--- src/rtl/ct_mmu_dutlb_huge_ctrl_pkg.sv ---
// Shared MMU constants and refill FSM encoding for the data-side huge-page uTLB.
package ct_mmu_dutlb_huge_ctrl_pkg;

  localparam int ENTRY_NUM_DFLT = 4;
  localparam int VPN_WIDTH      = 27;
  localparam int LVL_WIDTH      = 9;

  typedef enum logic [1:0] {
    ST_IDLE = 2'b00,
    ST_REQ  = 2'b01,
    ST_WAIT = 2'b10
  } refill_state_e;

endpackage

--- src/rtl/ct_mmu_dutlb_huge_ctrl_if.sv ---
// Refill channel between the huge-page uTLB controller (master) and the jTLB (slave).
interface ct_mmu_dutlb_huge_ctrl_if
  import ct_mmu_dutlb_huge_ctrl_pkg::*;
();

  logic                 utlb_jtlb_req;
  logic [VPN_WIDTH-1:0] utlb_jtlb_vpn;
  logic                 jtlb_utlb_ack;
  logic                 jtlb_utlb_resp_vld;
  logic                 jtlb_utlb_resp_huge;
  logic                 jtlb_utlb_resp_fault;

  modport master (
    output utlb_jtlb_req, utlb_jtlb_vpn,
    input  jtlb_utlb_ack, jtlb_utlb_resp_vld, jtlb_utlb_resp_huge, jtlb_utlb_resp_fault
  );

  modport slave (
    input  utlb_jtlb_req, utlb_jtlb_vpn,
    output jtlb_utlb_ack, jtlb_utlb_resp_vld, jtlb_utlb_resp_huge, jtlb_utlb_resp_fault
  );

endinterface

--- src/rtl/ct_mmu_dutlb_huge_repl.sv ---
// Victim selection state for the huge uTLB: tree pseudo-LRU when
// CT_MMU_DUTLB_HUGE_PLRU_EN is defined, otherwise a round-robin pointer.
module ct_mmu_dutlb_huge_repl
  import ct_mmu_dutlb_huge_ctrl_pkg::*;
#(
  parameter  int ENTRY_NUM = ENTRY_NUM_DFLT,
  localparam int IDX_W     = $clog2(ENTRY_NUM)
) (
  input  logic                 utlb_entry_clk,
  input  logic                 cpurst_b,
  input  logic                 repl_clr,
  input  logic [ENTRY_NUM-1:0] touch0,
  input  logic [ENTRY_NUM-1:0] touch1,
  input  logic [ENTRY_NUM-1:0] touch_upd,
  output logic [IDX_W-1:0]     victim_idx
);

`ifdef CT_MMU_DUTLB_HUGE_PLRU_EN

  // Heap-ordered tree: node bit 1 steers the victim walk toward the upper half.
  logic [ENTRY_NUM-2:0] plru_q;
  logic [ENTRY_NUM-2:0] plru_d;

  function automatic logic [IDX_W-1:0] oh2idx(input logic [ENTRY_NUM-1:0] oh);
    logic [IDX_W-1:0] idx;
    idx = '0;
    for (int i = 0; i < ENTRY_NUM; i++)
      if (oh[i]) idx = IDX_W'(i);
    return idx;
  endfunction

  function automatic logic [ENTRY_NUM-2:0] plru_touch(input logic [ENTRY_NUM-2:0] t,
                                                       input logic [IDX_W-1:0]     idx);
    logic [ENTRY_NUM-2:0] r;
    r = t;
    for (int l = 0; l < IDX_W; l++)
      for (int k = 0; k < (1 << l); k++)
        if (int'(idx >> (IDX_W - l)) == k) r[(1 << l) - 1 + k] = ~idx[IDX_W-1-l];
    return r;
  endfunction

  function automatic logic [IDX_W-1:0] plru_victim(input logic [ENTRY_NUM-2:0] t);
    logic [IDX_W-1:0] v;
    v = '0;
    for (int l = 0; l < IDX_W; l++)
      for (int k = 0; k < (1 << l); k++)
        if (int'(v >> (IDX_W - l)) == k) v[IDX_W-1-l] = t[(1 << l) - 1 + k];
    return v;
  endfunction

  // Touch order within one cycle: port 0 hit, port 1 hit, then the fill.
  always_comb begin
    plru_d = plru_q;
    if (|touch0)    plru_d = plru_touch(plru_d, oh2idx(touch0));
    if (|touch1)    plru_d = plru_touch(plru_d, oh2idx(touch1));
    if (|touch_upd) plru_d = plru_touch(plru_d, oh2idx(touch_upd));
  end

  always_ff @(posedge utlb_entry_clk or negedge cpurst_b) begin
    if (!cpurst_b)     plru_q <= '0;
    else if (repl_clr) plru_q <= '0;
    else               plru_q <= plru_d;
  end

  assign victim_idx = plru_victim(plru_q);

`else

  logic [IDX_W-1:0] rr_ptr_q;
  logic             unused_touch;

  // Hits never age a round-robin pointer; only fills advance it.
  assign unused_touch = ^{touch0, touch1};

  always_ff @(posedge utlb_entry_clk or negedge cpurst_b) begin
    if (!cpurst_b)       rr_ptr_q <= '0;
    else if (repl_clr)   rr_ptr_q <= '0;
    else if (|touch_upd) rr_ptr_q <= rr_ptr_q + 1'b1;
  end

  assign victim_idx = rr_ptr_q;

`endif

endmodule

--- src/rtl/ct_mmu_dutlb_huge_ctrl.sv ---
// Huge-page (level-2) data uTLB refill/replacement controller; replacement
// policy selected by CT_MMU_DUTLB_HUGE_PLRU_EN (PLRU) or round-robin by default.
module ct_mmu_dutlb_huge_ctrl
  import ct_mmu_dutlb_huge_ctrl_pkg::*;
#(
  parameter  int ENTRY_NUM = ENTRY_NUM_DFLT,
  localparam int IDX_W     = $clog2(ENTRY_NUM)
) (
  input  logic                   utlb_entry_clk,
  input  logic                   cpurst_b,
  input  logic                   lsu_req0_vld,
  input  logic                   lsu_req1_vld,
  input  logic [VPN_WIDTH-1:0]   utlb_req_vpn0,
  input  logic [VPN_WIDTH-1:0]   utlb_req_vpn1,
  input  logic [ENTRY_NUM-1:0]   entry_vld,
  input  logic [ENTRY_NUM-1:0]   entry_hit0,
  input  logic [ENTRY_NUM-1:0]   entry_hit1,
  input  logic                   regs_utlb_clr,
  input  logic                   tlboper_utlb_clr,
  input  logic                   tlboper_utlb_inv_va_req,
  ct_mmu_dutlb_huge_ctrl_if.master jtlb_if,
  output logic [ENTRY_NUM-1:0]   utlb_hit0_sel,
  output logic [ENTRY_NUM-1:0]   utlb_hit1_sel,
  output logic                   utlb_hit0,
  output logic                   utlb_hit1,
  output logic [ENTRY_NUM-1:0]   utlb_entry_upd,
  output logic                   utlb_refill_busy
);

  refill_state_e        state_q;
  refill_state_e        state_d;
  logic                 abort_q;
  logic [VPN_WIDTH-1:0] refill_vpn;
  logic [IDX_W-1:0]     refill_idx;
  logic [ENTRY_NUM-1:0] hit0_qual;
  logic [ENTRY_NUM-1:0] hit1_qual;
  logic                 miss0;
  logic                 miss1;
  logic                 any_miss;
  logic [VPN_WIDTH-1:0] miss_vpn;
  logic [IDX_W-1:0]     repl_victim;
  logic [IDX_W-1:0]     victim_idx;
  logic                 flush_now;
  logic                 repl_clr;
  logic                 refill_load;
  logic                 refill_req;
  logic                 refill_fill;

  // Lowest qualified index wins: isolate the least significant set bit.
  assign hit0_qual     = entry_vld & entry_hit0;
  assign hit1_qual     = entry_vld & entry_hit1;
  assign utlb_hit0_sel = hit0_qual & (~hit0_qual + 1'b1);
  assign utlb_hit1_sel = hit1_qual & (~hit1_qual + 1'b1);
  assign utlb_hit0     = |hit0_qual;
  assign utlb_hit1     = |hit1_qual;

  // Port 0 wins; a port-1 miss to the same 1 GiB page is covered by the
  // port-0 fill, any other port-1 miss simply retries once busy drops.
  assign miss0    = lsu_req0_vld & ~utlb_hit0;
  assign miss1    = lsu_req1_vld & ~utlb_hit1;
  assign any_miss = miss0 | miss1;
  assign miss_vpn = miss0 ? utlb_req_vpn0 : utlb_req_vpn1;

  assign flush_now = regs_utlb_clr | tlboper_utlb_clr | tlboper_utlb_inv_va_req;
  assign repl_clr  = regs_utlb_clr | tlboper_utlb_clr;

  // Free entries are used before evicting; scanning downward leaves the lowest.
  always_comb begin
    victim_idx = repl_victim;
    for (int i = ENTRY_NUM - 1; i >= 0; i--)
      if (!entry_vld[i]) victim_idx = IDX_W'(i);
  end

  // NOTE: every combinational output gets a default first so no path infers a latch.
  always_comb begin
    state_d     = state_q;
    refill_load = 1'b0;
    refill_req  = 1'b0;
    refill_fill = 1'b0;
    case (state_q)
      ST_IDLE: begin
        if (any_miss) begin
          refill_load = 1'b1;
          state_d     = ST_REQ;
        end
      end
      ST_REQ: begin
        refill_req = 1'b1;
        if (jtlb_if.jtlb_utlb_ack) state_d = ST_WAIT;
      end
      ST_WAIT: begin
        if (jtlb_if.jtlb_utlb_resp_vld) begin
          state_d     = ST_IDLE;
          refill_fill = jtlb_if.jtlb_utlb_resp_huge & ~jtlb_if.jtlb_utlb_resp_fault &
                        ~abort_q & ~flush_now;
        end
      end
      default: state_d = ST_IDLE;
    endcase
  end

  // NOTE: sequential state uses non-blocking assignments so all flops update together.
  always_ff @(posedge utlb_entry_clk or negedge cpurst_b) begin
    if (!cpurst_b) state_q <= ST_IDLE;
    else           state_q <= state_d;
  end

  always_ff @(posedge utlb_entry_clk or negedge cpurst_b) begin
    if (!cpurst_b) begin
      refill_vpn <= '0;
      refill_idx <= '0;
    end else if (refill_load) begin
      refill_vpn <= miss_vpn;
      refill_idx <= victim_idx;
    end
  end

  // An in-flight request is never withdrawn; a flush only poisons its response.
  always_ff @(posedge utlb_entry_clk or negedge cpurst_b) begin
    if (!cpurst_b)                              abort_q <= 1'b0;
    else if (refill_load)                       abort_q <= 1'b0;
    else if ((state_q != ST_IDLE) && flush_now) abort_q <= 1'b1;
  end

  always_comb begin
    utlb_entry_upd = '0;
    for (int i = 0; i < ENTRY_NUM; i++)
      utlb_entry_upd[i] = refill_fill & (refill_idx == IDX_W'(i));
  end

  assign jtlb_if.utlb_jtlb_req = refill_req;
  assign jtlb_if.utlb_jtlb_vpn = refill_vpn;
  assign utlb_refill_busy      = (state_q != ST_IDLE);

  ct_mmu_dutlb_huge_repl #(.ENTRY_NUM(ENTRY_NUM)) u_repl (
    .utlb_entry_clk (utlb_entry_clk),
    .cpurst_b       (cpurst_b),
    .repl_clr       (repl_clr),
    .touch0         (utlb_hit0_sel),
    .touch1         (utlb_hit1_sel),
    .touch_upd      (utlb_entry_upd),
    .victim_idx     (repl_victim)
  );

endmodule

--- src/flat_wrapper.sv ---
// flat-port wrapper written by rule: the top's interface ports become plain ports
module ct_mmu_dutlb_huge_ctrl_flat import ct_mmu_dutlb_huge_ctrl_pkg::*;
#(
  parameter  int ENTRY_NUM = ENTRY_NUM_DFLT,
  localparam int IDX_W     = $clog2(ENTRY_NUM)
)
  (utlb_entry_clk, cpurst_b, lsu_req0_vld, lsu_req1_vld, utlb_req_vpn0, utlb_req_vpn1, entry_vld, entry_hit0, entry_hit1, regs_utlb_clr, tlboper_utlb_clr, tlboper_utlb_inv_va_req, utlb_hit0_sel, utlb_hit1_sel, utlb_hit0, utlb_hit1, utlb_entry_upd, utlb_refill_busy, jtlb_if_utlb_jtlb_req, jtlb_if_utlb_jtlb_vpn, jtlb_if_jtlb_utlb_ack, jtlb_if_jtlb_utlb_resp_vld, jtlb_if_jtlb_utlb_resp_huge, jtlb_if_jtlb_utlb_resp_fault);
  ct_mmu_dutlb_huge_ctrl_if jtlb_if_i ();
  input  logic utlb_entry_clk;
  input  logic cpurst_b;
  input  logic lsu_req0_vld;
  input  logic lsu_req1_vld;
  input  logic [VPN_WIDTH-1:0] utlb_req_vpn0;
  input  logic [VPN_WIDTH-1:0] utlb_req_vpn1;
  input  logic [ENTRY_NUM-1:0] entry_vld;
  input  logic [ENTRY_NUM-1:0] entry_hit0;
  input  logic [ENTRY_NUM-1:0] entry_hit1;
  input  logic regs_utlb_clr;
  input  logic tlboper_utlb_clr;
  input  logic tlboper_utlb_inv_va_req;
  output logic [ENTRY_NUM-1:0] utlb_hit0_sel;
  output logic [ENTRY_NUM-1:0] utlb_hit1_sel;
  output logic utlb_hit0;
  output logic utlb_hit1;
  output logic [ENTRY_NUM-1:0] utlb_entry_upd;
  output logic utlb_refill_busy;
  output wire logic [$bits(jtlb_if_i.utlb_jtlb_req)-1:0] jtlb_if_utlb_jtlb_req;
  output wire logic [$bits(jtlb_if_i.utlb_jtlb_vpn)-1:0] jtlb_if_utlb_jtlb_vpn;
  input wire logic [$bits(jtlb_if_i.jtlb_utlb_ack)-1:0] jtlb_if_jtlb_utlb_ack;
  input wire logic [$bits(jtlb_if_i.jtlb_utlb_resp_vld)-1:0] jtlb_if_jtlb_utlb_resp_vld;
  input wire logic [$bits(jtlb_if_i.jtlb_utlb_resp_huge)-1:0] jtlb_if_jtlb_utlb_resp_huge;
  input wire logic [$bits(jtlb_if_i.jtlb_utlb_resp_fault)-1:0] jtlb_if_jtlb_utlb_resp_fault;
  assign jtlb_if_utlb_jtlb_req = jtlb_if_i.utlb_jtlb_req;
  assign jtlb_if_utlb_jtlb_vpn = jtlb_if_i.utlb_jtlb_vpn;
  assign jtlb_if_i.jtlb_utlb_ack = jtlb_if_jtlb_utlb_ack;
  assign jtlb_if_i.jtlb_utlb_resp_vld = jtlb_if_jtlb_utlb_resp_vld;
  assign jtlb_if_i.jtlb_utlb_resp_huge = jtlb_if_jtlb_utlb_resp_huge;
  assign jtlb_if_i.jtlb_utlb_resp_fault = jtlb_if_jtlb_utlb_resp_fault;
  ct_mmu_dutlb_huge_ctrl #(.ENTRY_NUM(ENTRY_NUM)) u_core (.utlb_entry_clk(utlb_entry_clk), .cpurst_b(cpurst_b), .lsu_req0_vld(lsu_req0_vld), .lsu_req1_vld(lsu_req1_vld), .utlb_req_vpn0(utlb_req_vpn0), .utlb_req_vpn1(utlb_req_vpn1), .entry_vld(entry_vld), .entry_hit0(entry_hit0), .entry_hit1(entry_hit1), .regs_utlb_clr(regs_utlb_clr), .tlboper_utlb_clr(tlboper_utlb_clr), .tlboper_utlb_inv_va_req(tlboper_utlb_inv_va_req), .jtlb_if(jtlb_if_i), .utlb_hit0_sel(utlb_hit0_sel), .utlb_hit1_sel(utlb_hit1_sel), .utlb_hit0(utlb_hit0), .utlb_hit1(utlb_hit1), .utlb_entry_upd(utlb_entry_upd), .utlb_refill_busy(utlb_refill_busy));
endmodule
--- config.mk ---
export PLATFORM = sky130hd
export DESIGN_NAME = ct_mmu_dutlb_huge_ctrl_flat
export DESIGN_NICKNAME = d
export VERILOG_FILES = /design/src/rtl/ct_mmu_dutlb_huge_ctrl_pkg.sv /design/src/rtl/ct_mmu_dutlb_huge_ctrl_if.sv /design/src/rtl/ct_mmu_dutlb_huge_repl.sv /design/src/rtl/ct_mmu_dutlb_huge_ctrl.sv /design/src/flat_wrapper.sv
export SDC_FILE = /design/constraint.sdc
export NUM_CORES = 1
export LEC_CHECK = 0
export BUFFER_PORTS_ARGS = -buffer_cell sky130_fd_sc_hd__buf_2
export CAP_MARGIN = 20
export CORE_MARGIN = 5
export CORE_UTILIZATION = 41
export CTS_CLUSTER_DIAMETER = 50
export DETAILED_ROUTE_END_ITERATION = 8
export GPL_ROUTABILITY_DRIVEN = 0
export GPL_TIMING_DRIVEN = 0
export PLACE_DENSITY = 0.86
export SLEW_MARGIN = 10
export SYNTH_ARGS = -nofsm -noshare
export SYNTH_HDL_FRONTEND = slang
export SYNTH_HIERARCHICAL = 1
export SYNTH_SLANG_ARGS = --single-unit
--- constraint.sdc ---
create_clock -name utlb_entry_clk -period 2.9 [get_ports utlb_entry_clk]
set_input_delay 0.87 -clock utlb_entry_clk [delete_from_list [all_inputs] [get_ports utlb_entry_clk]]
set_output_delay 0.87 -clock utlb_entry_clk [all_outputs]
set_load 0.01 [all_outputs]
; ---- Word-level counts from Yosys, hierarchy flattened
; Cells that the tools add are included.
[totals]
regBits = 34
latch_bits = 0
mem_bits_rw = 0
rom_bits = 0
inputBits = 77
out_inout_bits = 43
mem_count = 0
[op_classes]
addsub = 3
n_mul = 0
n_div = 0
order_cmp = 0
eq_ne = 8
shifts = 0
n_mux = 18
bitwise_logic = 23
reduce_logical = 10
[op_table]
columns = operator, n
row1 = two-way mux 27 bit, 1
row2 = two-way mux 2 bit, 9
row3 = AND 4 bit, 4
row4 = OR reduction 4 bit, 3
row5 = AND 1 bit, 9
row6 = adder 4 x 1 -> 4 bit (second input constant), 2
row7 = NOT 4 bit, 2
row8 = two-way mux 1 bit, 7
row9 = equality test 2 bit (second input constant), 3
row10 = case mux 2 bit (3 select lines), 1
row11 = nonzero test 2 bit, 3
row12 = NOT 1 bit, 5
row13 = equality test 2 x 1 -> 1 bit (second input constant), 2
row14 = logical NOT 2 bit, 2
row15 = != test 2 bit (second input constant), 2
row16 = bitwise OR 1 bit, 3
row17 = AND reduction 3 bit, 1
row18 = adder 2 x 1 -> 2 bit (second input constant), 1
row19 = != test 2 x 1 -> 1 bit (second input constant), 1
row20 = logical AND 1 bit, 1

; ---- Logic depth before layout (Yosys ltp)
; Gate-level depths: netlist of run 1.
[logic_depth]
ltp_word = 10
mapped_depth = 7

; ---- By module
; Netlist of run 1, hierarchy kept.
[by_module_without_submodules]
columns = mod, instances, cells_per_inst, area_each_um2, seq_area_each_um2
row1 = ct_mmu_dutlb_huge_ctrl, 1, 146, 1616.6, 800.8
row2 = ct_mmu_dutlb_huge_repl, 1, 8, 97.6, 50.0

; ---- Worst setup path before layout of run 1
; No wires, ideal clock.
[synth_path]
path_kind = input port to output port
startpoint = input tlboper_utlb_clr
endpoint = output utlb_entry_upd[0]
arrival_time_ns = 2.003
t_required_ns = 2.030
slack_ns = 0.027
stages = 3
n_path_buf = 0
cell_sequence = or3_1 -> nor3_1 -> nor3b_1
[synth_between]
elab_chain_len = 7
[synth_lines]
columns = item, line
row1 = "start, declared", flat_wrapper.sv:19  ; input logic tlboper_utlb_clr;
row2 = bitwise OR 1 bit (2 in a row), ct_mmu_dutlb_huge_ctrl.sv:64  ; assign flush_now = regs_utlb_clr | tlboper_utlb_clr | tlboper_utlb_inv_va_req;
row3 = NOT 1 bit, ct_mmu_dutlb_huge_ctrl.sv:95  ; ~abort_q & ~flush_now;
row4 = AND 1 bit, ct_mmu_dutlb_huge_ctrl.sv:95
row5 = two-way mux 1 bit, ct_mmu_dutlb_huge_ctrl.sv:92  ; if (jtlb_if.jtlb_utlb_resp_vld) begin
row6 = two-way mux 1 bit, ct_mmu_dutlb_huge_ctrl.sv:80  ; case (state_q)
row7 = AND 1 bit, ct_mmu_dutlb_huge_ctrl.sv:128  ; utlb_entry_upd[i] = refill_fill & (refill_idx == IDX_W'(i));
row8 = "end, declared", flat_wrapper.sv:25  ; output logic [ENTRY_NUM-1:0] utlb_entry_upd;
; No other way between the ends.

; ---- Worst setup path in the final report of run 1
; Ends and elaborated chain as after synthesis.

==> summary.txt, run 1 <==
clock root buffer: clkbuf_8
RSZ-0062 raised after global routing: false
die height: 74.7 µm
critical path launch point type: primary input
met2 GRT Util: 32.9%
cell taking the most area after synthesis: dfrtp_1
Hold Vio Cnt, Final: 0
I/O Buffers: 119
R2R Path Start: u_core/state_q[1]
Slew Viols, Final: 0
FF-to-FF setup slack: 1.16 ns
Die Span X: 74.7 µm
sequential fraction of the synthesis area: 49.6%
Final Cell Area: 0.00252 mm²
Ys Warns: 6
pre-CTS WS: -0.278 ns
Synth cell types: 31
Reg area: 851 µm²
Required @ worst endpoint: 2.03 ns
Final TNS setup: 0 ns
Reg-to-Reg End: u_core/jtlb_if.utlb_jtlb_vpn[26]
vias in the first global route: 1823
Max transition margin: 50.5%
reg2reg path depth: 6
leakage power figure: 1.23 nW
status: completed
Worst setup EP type: output pin
gr ovfl total: 0
mean cell area of the mapped netlist: 11.1 µm²
Clk Latency, worst-skew pair: 0.28 ns
# nets final: 358
Pwr Density: 771 mW/mm²
Routed WL per cell: 15.1 µm
Worst Hold End: u_core/jtlb_if.utlb_jtlb_vpn[25]
busiest grt layer: met2
CTS Buffer Depth: 2
total track usage: 18.6%
clk sinks: 34
area share of the largest cell type after synthesis: 49.6%
DIE AREA: 0.00557 mm²
CP max FO: 4
Worst Skew: 0.00602 ns
routed vias/inst: 5.43
post-layout minimum cycle time: 2.82 ns
Post-DP HPWL: 4.02 mm
# diodes: 0
TritonCTS clock tree: built
routing usage on met3: 6.54%
Num CTS Buffers: 5
CP Data Arrival Time: 1.95 ns
Post-Syn Instances: 154
fin crit share: 97.2%
Routed Antenna Nets: 0
Core Area: 0.00403 mm²
largest net degree at the start of global routing: 35
wire length of the first global-routing pass: 8.00 mm
most frequent cell after synthesis: dfrtp_1
DR iter-0 viols: 53
Post-synth EDFFs: 0
Initial Util: 42.5%
area of the multi-input gates: 828 µm²
max-cap viol count: 0
drt drc: 0
initial antenna violation count: 0
Post-synth top cells: dfrtp_1, o21a_1, o32a_1
smallest hold slack: 0.485 ns
via count: 1802
drt pass-1 iters: 4
hold_sp: u_core/jtlb_if.utlb_jtlb_vpn[25]
Worst-path clk slew: 0.06 ns
met1 Use GR: 21.5%
kind of critical path: primary input to output pin
WHS Path Cells: 1
Primary FF master, synth: dfrtp_1
Syn Nets: 231
share of cells above drive strength 1: 51.8%
FP Rows: 23
actual slew at the worst max-slew pin: 0.742 ns
Fillers: 363
total wire length: 5.03 mm
I/O pin total: 120
f_max: 355 MHz
Syn-to-layout area delta: 47.2%
Area after DPL: 0.00237 mm²
synthesized flop and latch total: 34
Setup WS post-layout: 0.0806 ns
Setup-failing EPs final: 0
async set-reset flop share out of synthesis: 100%
Peak VDD IR: 0.000408 V
synth top area cells: dfrtp_1, o32a_1, o21a_1
H-tree levels: 2
hold crit path type: flip-flop to flip-flop
mapped cell area: 0.00171 mm²
final core occ: 62.6%
worst max path at each step:
stage                     start           endpoint  slack [ns]
2_1_floorplan  tlboper_utlb_clr  utlb_entry_upd[0]        0.03
3_3_place_gp   tlboper_utlb_clr  utlb_entry_upd[0]       -0.24
3_5_place_dp   tlboper_utlb_clr  utlb_entry_upd[0]       -0.28
4_1_cts        tlboper_utlb_clr  utlb_entry_upd[1]        0.01
5_1_grt        tlboper_utlb_clr  utlb_entry_upd[2]        0.02
6_report       tlboper_utlb_clr  utlb_entry_upd[0]        0.08
sequential cells by signal, summed over array words and instances (netlist names):
register	count
u_core/state_q	2
u_core/u_repl/victim_idx	2
u_core/abort_q	1
u_core/jtlb_if.utlb_jtlb_vpn	27
u_core/refill_idx	2
repair_timing:
item                                    in CTS  in global routing
gates resized for setup                      5                  3
hold buffers                                 0                  0
endpoints found under the setup margin       4                  4
endpoints found under the hold margin        0                  0
setup buffers                                0                  1
metal layers:
| layer | wire length, µm | vias to the layer above |
|---|---|---|
| met5 | 0 | - |
| met4 | 54 | 0 |
| met3 | 540 | 9 |
| met2 | 2500 | 88 |
| met1 | 1930 | 849 |
| li1 | - | 856 |
report_power, final:
part / internal, mW / switching [mW] / total (mW)
logic: 0.376 / 0.363 / 0.739
registers: 0.675 / 0.118 / 0.793
clock network: 0.257 / 0.157 / 0.414
logic make-up (layout without fill, tap and decap cells):
family | Yosys count | in the layout | share of synthesized area [%]
flip-flops | 34 | 34 | 49.6
AND/OR/NAND/NOR | 43 | 43 | 13.7
buffers and inverters | 15 | 143 | 4.23
XOR/XNOR | 2 | 2 | 1.02
AO/OA/AOI/OAI | 59 | 59 | 30.7
multiplexers | 1 | 1 | 0.657
through the flow:
stage / power, mW / instances
2_1_floorplan: 1.20 / 154
3_3_place_gp: 1.52 / 323
3_5_place_dp: 1.54 / 323
4_1_cts: 1.98 / 331
5_1_grt: 2.10 / 332
6_report: 1.95 / 332
cell usage in the layout, fill, tap and decap left out, drive strengths merged, types with 2 or more instances in the layout:
master	instances
a21boi	2
and3	3
a222oi	2
and2	2
or3	5
clkbuf	11
nor2	7
buf	128
xor2	2
o32a	23
and4b	2
o21ai	2
nand2	12
inv	3
dfrtp	34
o21a	23
o221a	4
nor2b	3
nand4	2
cell type report:
type | instances | area share, %
inverters | 3 | 0.446
plain buffers | 12 | 2.43
repair buffers | 120 | 23.9
multi-input cells | 105 | 32.8
clock buffers | 7 | 3.02
clock inverters | 1 | 1.19
well taps | 50 | 2.48
flip-flops and latches | 34 | 33.7
critical path, cell delays in order:
cell     delay (ns)
buf_2          0.10
or3_4          0.40
nor3_4         0.17
nor3b_4        0.24
buf_2          0.16
No activity file was read; power rests on OpenSTA's default activity.
==> run 2, diff against run 1 <==
- RECOVER_POWER: not set -> 50
==> run 2 against run 1 <==
  * The run now ends with capacitance limit, slew limit left
  * Fmax barely moved
  * Register-to-register slack barely moved
  * Power fell by 1.6%
  * Via count fell by 0.61%
  * First-iteration DRC count rose by 5.7%
==> summary.txt, run 2 (synthesis results as in run 1) <==
Final Cell Area: 0.00250 mm² (was 0.00252 mm²)
Pwr Density: 768 mW/mm² (was 771 mW/mm²)
drt pass-1 iters: 4 (unchanged)
routed vias/inst: 5.39 (was 5.43)
CP max FO: 4 (unchanged)
Num CTS Buffers: 5 (unchanged)
Setup-failing EPs final: 0 (unchanged)
Clk Latency, worst-skew pair: 0.28 ns (about the same)
Die Span X: 74.7 µm (unchanged)
total power: 1.92 mW (was 1.95 mW)
TritonCTS clock tree: built (unchanged)
Area after DPL: 0.00237 mm² (unchanged)
I/O Buffers: 119 (unchanged)
Reg area: 851 µm² (unchanged)
clock root buffer: clkbuf_8 (unchanged)
I/O pin total: 120 (unchanged)
final core occ: 62.0% (was 62.6%)
hold crit path type: flip-flop to flip-flop (unchanged)
clk sinks: 34 (unchanged)
RSZ-0062 raised after global routing: false (unchanged)
max-cap viol count: 1 (was 0)
Slew Viols, Final: 35 (was 0)
largest net degree at the start of global routing: 35 (unchanged)
Routed WL per cell: 15.2 µm (was 15.1 µm)
Routed Antenna Nets: 0 (unchanged)
vias in the first global route: 1823 (unchanged)
Syn-to-layout area delta: 45.6% (was 47.2%)
drt drc: 0 (unchanged)
Fillers: 374 (was 363)
via count: 1791 (was 1802)
CP Data Arrival Time: 1.95 ns (about the same)
Peak VDD IR: 0.000410 V (was 0.000408 V)
leakage power figure: 1.18 nW (was 1.23 nW)
initial antenna violation count: 0 (unchanged)
f_max: 355 MHz (about the same)
Hold Vio Cnt, Final: 0 (unchanged)
failing checks: capacitance limit, slew limit
area of the multi-input gates: 828 µm² (unchanged)
commonest non-fill, non-tap cells in the layout: buf_2, dfrtp_1, clkbuf_1 (was buf_2, dfrtp_1, o32a_1, o21a_1, nand2_1)
fin crit share: 97.2% (about the same)
Largest register FFs: 27 (unchanged)
post-layout minimum cycle time: 2.82 ns (about the same)
# nets final: 358 (unchanged)
FP Rows: 23 (unchanged)
Max transition margin: -19.0% (was 50.5%)
DIE AREA: 0.00557 mm² (unchanged)
total track usage: 18.6% (unchanged)
Worst setup EP type: output pin (unchanged)
Worst Skew: 0.00674 ns (was 0.00602 ns)
most common cell after layout, fill and taps aside: buf_2 (unchanged)
critical path launch point type: primary input (unchanged)
Initial Util: 42.5% (unchanged)
gr ovfl total: 0 (unchanged)
actual slew at the worst max-slew pin: 1.79 ns (was 0.742 ns)
Worst-path clk slew: 0.07 ns (was 0.06 ns)
# diodes: 0 (unchanged)
status: finished with violations (was completed)
total wire length: 5.05 mm (was 5.03 mm)
CTS Buffer Depth: 2 (unchanged)
share of cells above drive strength 1: 44.0% (was 51.8%)
Required @ worst endpoint: 2.03 ns (about the same)
kind of critical path: primary input to output pin (unchanged)
H-tree levels: 2 (unchanged)
wire length of the first global-routing pass: 8.00 mm (unchanged)
Post-DP HPWL: 4.02 mm (unchanged)
Core Area: 0.00403 mm² (unchanged)
die height: 74.7 µm (unchanged)
DR iter-0 viols: 56 (was 53)
==> run 2: cell count changes in the layout (fill, tap and decap cells not counted), sizes merged <==
cell    previous run  this run
buf              128       106
clkbuf            11        33
==> run 2: repair_timing <==
action,in CTS,in global routing
setup buffers,0,1
hold buffers,0,0
setup endpoints to repair,4,4
gates cloned,0,0
resized for setup,5,3
==> run 2: per-stage QoR <==
step	hold slack, ns	setup TNS (ns)	std cells	setup slack [ns]
after floorplan	0.496	0	154	0.0265
after global placement	0.469	-0.418	323	-0.242
after detailed placement	0.474	-0.585	323	-0.278
after CTS	0.490	0	331	0.0102
after global routing	0.501	0	332	0.0194
final	0.486	0	332	0.0807
==> run 2: final cells by class <==
type | count | share of cell area [%]
Sequential cell | 34 | 34.1
Multi-Input combinational cell | 105 | 33.2
Timing Repair Buffer | 120 | 23.1
Clock buffer | 7 | 3.06
Tap cell | 50 | 2.51
Buffer | 12 | 2.46
Clock inverter | 1 | 1.20
Inverter | 3 | 0.451
==> run 2: power breakdown <==
group          switching [mW]  leakage (nW)  internal [mW]
combinational           0.364         0.748          0.340
clock                   0.157        0.0524          0.257
sequential              0.122         0.382          0.676
==> run 2: worst paths after layout <==
kind / from / endpoint / slack, ns / cells past startpoint
worst min-delay path: u_core/jtlb_if.utlb_jtlb_vpn[23] / u_core/jtlb_if.utlb_jtlb_vpn[23] / 0.49 / 1
min in group asynchronous: cpurst_b / u_core/jtlb_if.utlb_jtlb_vpn[7] / 1.06 / 1
worst max register to register: u_core/state_q[1] / u_core/jtlb_if.utlb_jtlb_vpn[26] / 1.16 / 6
worst min register to register: u_core/jtlb_if.utlb_jtlb_vpn[23] / u_core/jtlb_if.utlb_jtlb_vpn[23] / 0.49 / 1
max in group asynchronous: cpurst_b / u_core/refill_idx[0] / 0.80 / 1
worst max-delay path: tlboper_utlb_clr / utlb_entry_upd[0] / 0.08 / 5
==> run 2: worst max-delay path: stages <==
cell and delay, ns:
buf_2 0.10, or3_4 0.40, nor3_4 0.17, nor3b_4 0.24, buf_2 0.16
==> run 2: routing by layer <==
layer / track usage, % / vias to the layer above / part of all wire, %
met5: 0 / - / 0
met4: 4.74 / 0 / 0.91
met3: 6.54 / 7 / 9.4
met2: 32.9 / 81 / 50
met1: 21.5 / 844 / 40
li1: - / 859 / -
==> run 3, diff against run 2 <==
==> constraint.sdc (replaced) <==
create_clock -name utlb_entry_clk -period 2.9 [get_ports utlb_entry_clk]
set_input_delay 0.58 -clock utlb_entry_clk [delete_from_list [all_inputs] [get_ports utlb_entry_clk]]
set_output_delay 0.58 -clock utlb_entry_clk [all_outputs]
set_load 0.01 [all_outputs]
==> run 3 against run 2 <==
  * The run still ends with capacitance limit, slew limit left
  * Worst setup slack gained 0.21 ns
  * Critical path depth unchanged
  * Clock skew increased by 0.00053 ns
  * Die area unchanged
  * Clock power about the same
  * First-iteration DRC count rose by 1.8%
  * Cell count is 0.30% lower
  * Cell area is 1.8% lower
  * Sequential cell count did not move
  * Utilization shrank 1.1 points
  * Power is 0.77% lower
  * Register-to-register slack got worse by 0.07 ns
  * Critical path type unchanged
  * Largest power group unchanged
==> summary.txt, run 3 (synthesis results as in run 1) <==
Largest register FFs: 27 (unchanged)
routed vias/inst: 5.43 (was 5.39)
Die Span X: 74.7 µm (unchanged)
TritonCTS clock tree: built (unchanged)
leakage power figure: 1.16 nW (was 1.18 nW)
dpl cells: 323 (unchanged)
wire length of the first global-routing pass: 7.91 mm (was 8.00 mm)
drt pass-1 iters: 4 (unchanged)
die height: 74.7 µm (unchanged)
Peak VDD IR: 0.000407 V (was 0.000410 V)
I/O pin total: 120 (unchanged)
CTS resizes: 0 (was 5)
CTS Buffer Depth: 2 (unchanged)
max-cap viol count: 1 (unchanged)
DIE AREA: 0.00557 mm² (unchanged)
gr ovfl total: 0 (unchanged)
hold_sp: u_core/jtlb_if.utlb_jtlb_vpn[25] (was u_core/jtlb_if.utlb_jtlb_vpn[23])
Core Area: 0.00403 mm² (unchanged)
kind of critical path: primary input to output pin (unchanged)
smallest hold slack: 0.487 ns (was 0.486 ns)
actual slew at the worst max-slew pin: 1.79 ns (about the same)
Worst-path clk slew: 0.06 ns (was 0.07 ns)
total wire length: 5.00 mm (was 5.05 mm)
Area after DPL: 0.00237 mm² (unchanged)
Routed Antenna Nets: 0 (unchanged)
Routed WL per cell: 15.1 µm (was 15.2 µm)
vias in the first global route: 1824 (was 1823)
CP Data Arrival Time: 2.03 ns (was 1.95 ns)
Slew Viols, Final: 35 (unchanged)
commonest non-fill, non-tap cells in the layout: buf_2, dfrtp_1, clkbuf_1 (unchanged)
Worst setup EP type: output pin (unchanged)
Post-DP HPWL: 4.02 mm (unchanged)
WHS Path Cells: 1 (unchanged)
FF-to-FF setup slack: 1.09 ns (was 1.16 ns)
largest net degree at the start of global routing: 35 (unchanged)
Hold Vio Cnt, Final: 0 (unchanged)
Initial Util: 42.5% (unchanged)
via count: 1796 (was 1791)
Max transition margin: -19.1% (was -19.0%)
FP Rows: 23 (unchanged)
Setup-failing EPs final: 0 (unchanged)
post-layout minimum cycle time: 2.61 ns (was 2.82 ns)
Reg-to-Reg End: u_core/u_repl/victim_idx[1] (was u_core/jtlb_if.utlb_jtlb_vpn[26])
f_max: 383 MHz (was 355 MHz)
share of cells above drive strength 1: 42.3% (was 44.0%)
total power: 1.90 mW (was 1.92 mW)
Worst Skew: 0.00726 ns (was 0.00674 ns)
Pwr Density: 775 mW/mm² (was 768 mW/mm²)
Syn-to-layout area delta: 43.1% (was 45.6%)
pre-CTS WS: 0.302 ns (was -0.278 ns)
most common cell after layout, fill and taps aside: buf_2 (unchanged)
postcts setup bufs: 0 (unchanged)
fin cells: 331 (was 332)
critical path launch point type: primary input (unchanged)
H-tree levels: 2 (unchanged)
Worst Hold End: u_core/jtlb_if.utlb_jtlb_vpn[25] (was u_core/jtlb_if.utlb_jtlb_vpn[23])
failing checks: capacitance limit, slew limit (unchanged)
Clk Latency, worst-skew pair: 0.28 ns (about the same)
final core occ: 60.9% (was 62.0%)
drt drc: 0 (unchanged)
CP max FO: 4 (unchanged)
initial antenna violation count: 0 (unchanged)
reg2reg path depth: 6 (unchanged)
Final Cell Area: 0.00245 mm² (was 0.00250 mm²)
# diodes: 0 (unchanged)
clock root buffer: clkbuf_8 (unchanged)
Setup WS post-layout: 0.286 ns (was 0.0807 ns)
CTS Hold Buffers Added: 0 (unchanged)
Num CTS Buffers: 5 (unchanged)
I/O Buffers: 119 (unchanged)
clk sinks: 34 (unchanged)
Required @ worst endpoint: 2.32 ns (was 2.03 ns)
hold crit path type: flip-flop to flip-flop (unchanged)
R2R Path Start: u_core/abort_q (was u_core/state_q[1])
RSZ-0062 raised after global routing: false (unchanged)
# nets final: 357 (was 358)
DR iter-0 viols: 57 (was 56)
status: finished with violations (unchanged)
fin crit share: 90.1% (was 97.2%)
Final TNS setup: 0 ns (unchanged)
total track usage: 18.4% (was 18.6%)
==> run 3: metal layers <==
metal	vias up	part of all wire (%)	routed length (µm)	GRT usage [%]
li1	857	-	-	-
met1	847	40	1980	21.0
met2	83	49	2460	32.8
met3	9	10	504	6.54
met4	0	1.1	53	4.94
met5	-	0	0	0
==> run 3: worst max path at each step <==
stage                           from           endpoint  cells past startpoint
floorplan           tlboper_utlb_clr  utlb_entry_upd[0]                      3
finish              tlboper_utlb_clr  utlb_entry_upd[0]                      5
global route        tlboper_utlb_clr  utlb_entry_upd[0]                      5
detailed placement  tlboper_utlb_clr  utlb_entry_upd[0]                      5
global placement    tlboper_utlb_clr  utlb_entry_upd[0]                      5
CTS                 tlboper_utlb_clr  utlb_entry_upd[0]                      5
==> run 3: area by class of cell <==
cell class,count,area (µm²)
fillers,380,1580
flip-flops and latches,34,851
multi-input cells,105,791
repair buffers,119,569
clock buffers,7,76.3
well taps,50,62.6
plain buffers,12,61.3
clock inverters,1,30.0
inverters,3,11.3
==> run 3: worst max-delay path: stages <==
cell     delay [ns]
buf_2          0.10
or3_1          0.38
nor3_1         0.33
nor3b_1        0.42
buf_2          0.21
==> run 3: where the power goes <==
group	switching, mW	total, mW	internal (mW)
logic	0.361	0.700	0.339
registers	0.112	0.788	0.676
clock network	0.156	0.413	0.257
total	0.630	1.90	1.27
